$ cat config.mk
export PLATFORM = sky130hd
export DESIGN_NAME = multicycle_lookahead_adder
export DESIGN_NICKNAME = d
export VERILOG_FILES = /design/src/rtl/multicycle_lookahead_adder.sv
export SDC_FILE = /design/constraint.sdc
export NUM_CORES = 1
export LEC_CHECK = 0
export BUFFER_PORTS_ARGS = -buffer_cell sky130_fd_sc_hd__buf_2
export CORE_MARGIN = 4
export CORE_UTILIZATION = 54
export DETAILED_ROUTE_END_ITERATION = 6
export GPL_TIMING_DRIVEN = 0
export PLACE_DENSITY = 0.85
export SLEW_MARGIN = 10
export SYNTH_ARGS = -nofsm -noshare
export SYNTH_HDL_FRONTEND = slang
export SYNTH_SLANG_ARGS = --single-unit
export TNS_END_PERCENT = 50
$ cat constraint.sdc
create_clock -name clk -period 2.81 [get_ports clk]
set_input_delay 0.1405 -clock clk [delete_from_list [all_inputs] [get_ports clk]]
set_output_delay 0.1405 -clock clk [all_outputs]
set_load 0.01 [all_outputs]
$ cat src/rtl/multicycle_lookahead_adder.sv
// Wide unsigned adder that reuses one CHUNK-bit lookahead slice over WIDTH/CHUNK cycles,
// with valid/ready handshakes on both the operand and result sides.
module multicycle_lookahead_adder #(
   parameter int WIDTH = 64,
   parameter int CHUNK = 16
) (
   input  logic             clk,
   input  logic             rst,
   input  logic             in_valid,
   output logic             in_ready,
   input  logic [WIDTH-1:0] a,
   input  logic [WIDTH-1:0] b,
   input  logic             cin,
   output logic             out_valid,
   input  logic             out_ready,
   output logic [WIDTH-1:0] sum,
   output logic             cout,
   output logic             busy
);

   localparam int K  = WIDTH / CHUNK;
   localparam int CW = (K > 1) ? $clog2(K) : 1;
   localparam int NG = CHUNK / 4;
   localparam logic [CW-1:0] CNT_LAST = CW'(K - 1);

   localparam logic [1:0] S_IDLE = 2'd0;
   localparam logic [1:0] S_RUN  = 2'd1;
   localparam logic [1:0] S_DONE = 2'd2;

   logic [1:0]       state_q, state_d;
   logic [WIDTH-1:0] a_sh_q, a_sh_d;
   logic [WIDTH-1:0] b_sh_q, b_sh_d;
   logic [WIDTH-1:0] sum_r_q, sum_r_d;
   logic             carry_q, carry_d;
   logic [CW-1:0]    cnt_q, cnt_d;

   logic [CHUNK-1:0] slice_p, slice_g, slice_c, slice_sum;
   logic [NG:0]      grp_c;
   logic [WIDTH-1:0] sum_shift;

   // Carries are fully looked ahead inside each 4-bit group; groups chain through grp_c.
   always_comb begin
      logic [3:0] p4;
      logic [3:0] g4;
      logic       c0;
      slice_p  = a_sh_q[CHUNK-1:0] ^ b_sh_q[CHUNK-1:0];
      slice_g  = a_sh_q[CHUNK-1:0] & b_sh_q[CHUNK-1:0];
      slice_c  = '0;
      grp_c    = '0;
      grp_c[0] = carry_q;
      p4       = '0;
      g4       = '0;
      c0       = 1'b0;
      for (int j = 0; j < NG; j++) begin
         p4 = slice_p[4*j +: 4];
         g4 = slice_g[4*j +: 4];
         c0 = grp_c[j];
         slice_c[4*j]   = c0;
         slice_c[4*j+1] = g4[0] | (p4[0] & c0);
         slice_c[4*j+2] = g4[1] | (p4[1] & g4[0]) | (p4[1] & p4[0] & c0);
         slice_c[4*j+3] = g4[2] | (p4[2] & g4[1]) | (p4[2] & p4[1] & g4[0])
                        | (p4[2] & p4[1] & p4[0] & c0);
         grp_c[j+1]     = g4[3] | (p4[3] & g4[2]) | (p4[3] & p4[2] & g4[1])
                        | (p4[3] & p4[2] & p4[1] & g4[0]) | ((&p4) & c0);
      end
      slice_sum = slice_p ^ slice_c;
   end

   // New chunks enter at the MSB end so the sum lands in natural order after K shifts.
   if (K > 1) begin : g_multi
      assign sum_shift = {slice_sum, sum_r_q[WIDTH-1:CHUNK]};
   end else begin : g_single
      assign sum_shift = slice_sum;
   end

   always_comb begin
      state_d = state_q;
      a_sh_d  = a_sh_q;
      b_sh_d  = b_sh_q;
      sum_r_d = sum_r_q;
      carry_d = carry_q;
      cnt_d   = cnt_q;
      case (state_q)
         S_IDLE: begin
            if (in_valid) begin
               a_sh_d  = a;
               b_sh_d  = b;
               carry_d = cin;
               cnt_d   = '0;
               state_d = S_RUN;
            end
         end
         S_RUN: begin
            sum_r_d = sum_shift;
            a_sh_d  = a_sh_q >> CHUNK;
            b_sh_d  = b_sh_q >> CHUNK;
            carry_d = grp_c[NG];
            cnt_d   = cnt_q + 1'b1;
            if (cnt_q == CNT_LAST) begin
               state_d = S_DONE;
            end
         end
         S_DONE: begin
            if (out_ready) begin
               state_d = S_IDLE;
            end
         end
         default: state_d = S_IDLE;
      endcase
   end

   always_ff @(posedge clk) begin
      if (rst) begin
         state_q <= S_IDLE;
         a_sh_q  <= '0;
         b_sh_q  <= '0;
         sum_r_q <= '0;
         carry_q <= 1'b0;
         cnt_q   <= '0;
      end else begin
         state_q <= state_d;
         a_sh_q  <= a_sh_d;
         b_sh_q  <= b_sh_d;
         sum_r_q <= sum_r_d;
         carry_q <= carry_d;
         cnt_q   <= cnt_d;
      end
   end

   assign in_ready  = (state_q == S_IDLE);
   assign out_valid = (state_q == S_DONE);
   assign busy      = (state_q == S_RUN) || (state_q == S_DONE);
   assign sum       = sum_r_q;
   assign cout      = carry_q;

endmodule

==> run metrics <==
initial antenna violation count 2; post-synthesis mux area share about 18%; layout cells sized above 1 24.73%; Rel. slew slack between 40% and 50%; DIE AREA 17740 sq um; Worst-path clk slew about 0.070 ns; pre-CTS worst setup slack 0.2525 ns; H-tree depth 4; skew final 0.01071 ns; largest family of logic cells by synthesized area multiplexers; FP Rows 45; Seq/Total Area, Yosys ~47%; maxcap violations 0; Yosys reg bits around 200; Hold Startpoint a[38]; pin count of the biggest net entering global routing 17; root buffer cell clkbuf_16; Synth Area in XOR/XNOR 1.035%; fmax ~0.39 GHz; routability cong. around 0.92; layout net count approximately 1300; Layout area overhead 25.85%; Synth Area in Simple Gates a little over a tenth; vias per inst around 5.5; worst setup margin 0.2433 ns; CTS tree done; global route total overflow 0; Min-Delay Endpoint a_sh_q[38]$_SDFFE_PP0P_; Post-Syn Nets ~1000; Setup crit end kind register; Routed wire per std cell about 18 um; Hold Path Cell Cnt 3; CP max-delay cell ha_1; # hold bufs at CTS 32; Worst Path Arrival 2.92 ns; Ys Warns 0; final total power approximately 8 mW; Leak roughly 4.7 nW; R2R Setup Slk 0.24 ns; post-route minimum period roughly 2.6 ns; Hold Crit Class primary input to register; # setup viols final 0; Post-CTS Setup Inserts 0; DRC Markers 0; peak supply drop between 0.4 and 0.5 mV; First-pass DRT Iterations 5; worst-path maximum fanout 6; reg2reg end sum[61]$_SDFFE_PP0P_; launch instance of the worst register-to-register path a_sh_q[3]$_SDFFE_PP0P_; worst r2r path cells 9; Top-Level Pins between 200 and 250; most frequent cells in the layout buf_2, nor2_1, dfxtp_1, mux2i_1, a211oi_1; number of synthesized flops with an enable pin 0; All-Layer GR Usage 26.32%; Pwr Density 729.7 nW/um^2; Design Area, Final 10650 sq um; CP required between 3 and 4 ns; critical path cell sequence ha_1, a21oi_1, a31oi_4, o21ai_1, a21oi_1, or2_2, fa_1, xnor2_1, a211oi_1; Cell Area, Synth between 8000 and 9000 sq um; worst setup path class register to register; via count ~7300; number of routed nets with antenna violations 0; Total Neg Setup Slack 0 ns; vias in the first global route between 7000 and 8000; Core Box Area around 15000 sq um; PortBufs about 200; most common cell after layout, fill and taps aside buf_2; syn avg cell area just under 10 sq um; fin crit share between 90 and 100%; post-CTS sizing 0; Clk Latency, worst-skew pair between 0.4 and 0.5 ns; die extent in x roughly 130 um; # clock sinks 197; FILL cells about 1200; distinct cell type count after synthesis 46; status finished, final reports clean; Post-DP Area about 9700 sq um; first-pass GRT wire length between 30000 and 40000 um; Final Hold Viols 0; Longest Clk Path Bufs 2; CP most frequent cell a21oi_1; Compound-Gate Fraction of Synth Area around 16%; slowest stage delay, CP 0.45 ns; initial drt markers 471; CP Launch Type register; drt total wl 23540 um; RSZ-0062 raised after global routing false; Post-DP HPWL approximately 17000 um; Die Y-Extent 133.2 um; Final Slew Violations 0; initial core utilization between 50% and 60%; Primary FF master, synth dfxtp_1; asr flop ratio synth 0%; worst slew pin tran 0.8159 ns; Num CTS Buffers 17; final core occ approximately 70%; Adder-Cell Fraction of Synth Area 3.902%; synthesized netlist cell count between 800 and 900
==> logic make-up (layout without fill, tap and decap cells) <==
| family | after synthesis | after routing |
|---|---|---|
| flip-flops | 197 | 197 |
| adder cells (fa/ha/maj) | 24 | 24 |
| AO/OA/AOI/OAI | 181 | 181 |
| multiplexers | 150 | 150 |
| buffers and inverters | 78 | 340 |
| other | 0 | 1 |
| XOR/XNOR | 10 | 10 |
| AND/OR/NAND/NOR | 222 | 222 |
==> metrics by stage <==
step           hold WS, ns  instances
2_1_floorplan       0.2888        862
3_5_place_dp        0.3845       1272
6_report           0.03628       1336
4_1_cts            0.03289       1335
5_1_grt            0.04344       1335
3_3_place_gp        0.3741       1272
==> synth_stat cells (all sizes together) (9+ instances only) <==
master	number	share of area (%)
nor2	199	8.8
clkbuf	32	1.4
buf	36	2.1
dfxtp	197	47
inv	10	0.44
a22oi	32	2.8
mux2i	150	18
a21oi	14	0.87
o21ai	9	0.53
a211oi	105	9.5
ha	20	3.0
==> sequential cells by signal (all words and copies together), names as in the netlist <==
name	count
cout	1
a_sh_q	64
b_sh_q	64
state_q	2
sum	64
cnt_q	2
==> cell type report <==
type | instances | area (sq um) | area share, %
multi-input cells | 587 | 4185 | 39.28
diodes | 1 | 2.502 | 0.02349
inverters | 10 | 37.54 | 0.3523
repair buffers | 231 | 1316 | 12.35
plain buffers | 68 | 299.0 | 2.807
clock buffers | 21 | 460.4 | 4.322
well taps | 211 | 264.0 | 2.478
flip-flops and latches | 197 | 3944 | 37.02
clock inverters | 10 | 145.1 | 1.362
==> routing by layer <==
layer / vias up / track usage, % / share of wire, %
met5: - / 0 / 0.089
met4: 4 / 10.23 / 2.6
met3: 55 / 6.609 / 6.0
met2: 236 / 45.63 / 50
met1: 3413 / 31.40 / 42
li1: 3587 / - / -
==> worst max path at each step <==
stage | end | slack, ns | from | cells past startpoint
floorplan | sum[61]$_SDFFE_PP0P_ | 0.42 | a_sh_q[3]$_SDFFE_PP0P_ | 9
global placement | sum[61]$_SDFFE_PP0P_ | 0.30 | a_sh_q[3]$_SDFFE_PP0P_ | 9
detailed placement | sum[61]$_SDFFE_PP0P_ | 0.25 | a_sh_q[3]$_SDFFE_PP0P_ | 9
CTS | sum[61]$_SDFFE_PP0P_ | 0.24 | a_sh_q[3]$_SDFFE_PP0P_ | 9
global route | sum[61]$_SDFFE_PP0P_ | 0.02 | a_sh_q[3]$_SDFFE_PP0P_ | 9
finish | sum[61]$_SDFFE_PP0P_ | 0.24 | a_sh_q[3]$_SDFFE_PP0P_ | 9
==> critical path: cells and delay by family, from the launching register on <==
kind	cells	cell delay [ns]
adders and majority gates	2	0.83
AOI/OAI and AO/OA	5	0.89
and+or+nand+nor	1	0.29
DFF	1	0.33
xor gates and xnor gates	1	0.13
==> power by group <==
part | switching [mW] | internal (mW)
logic | 1.10 | 0.809
registers | 0.225 | 3.11
clock network | 1.07 | 1.45
total | 2.40 | 5.37
(Power assumes the default switching activity.)
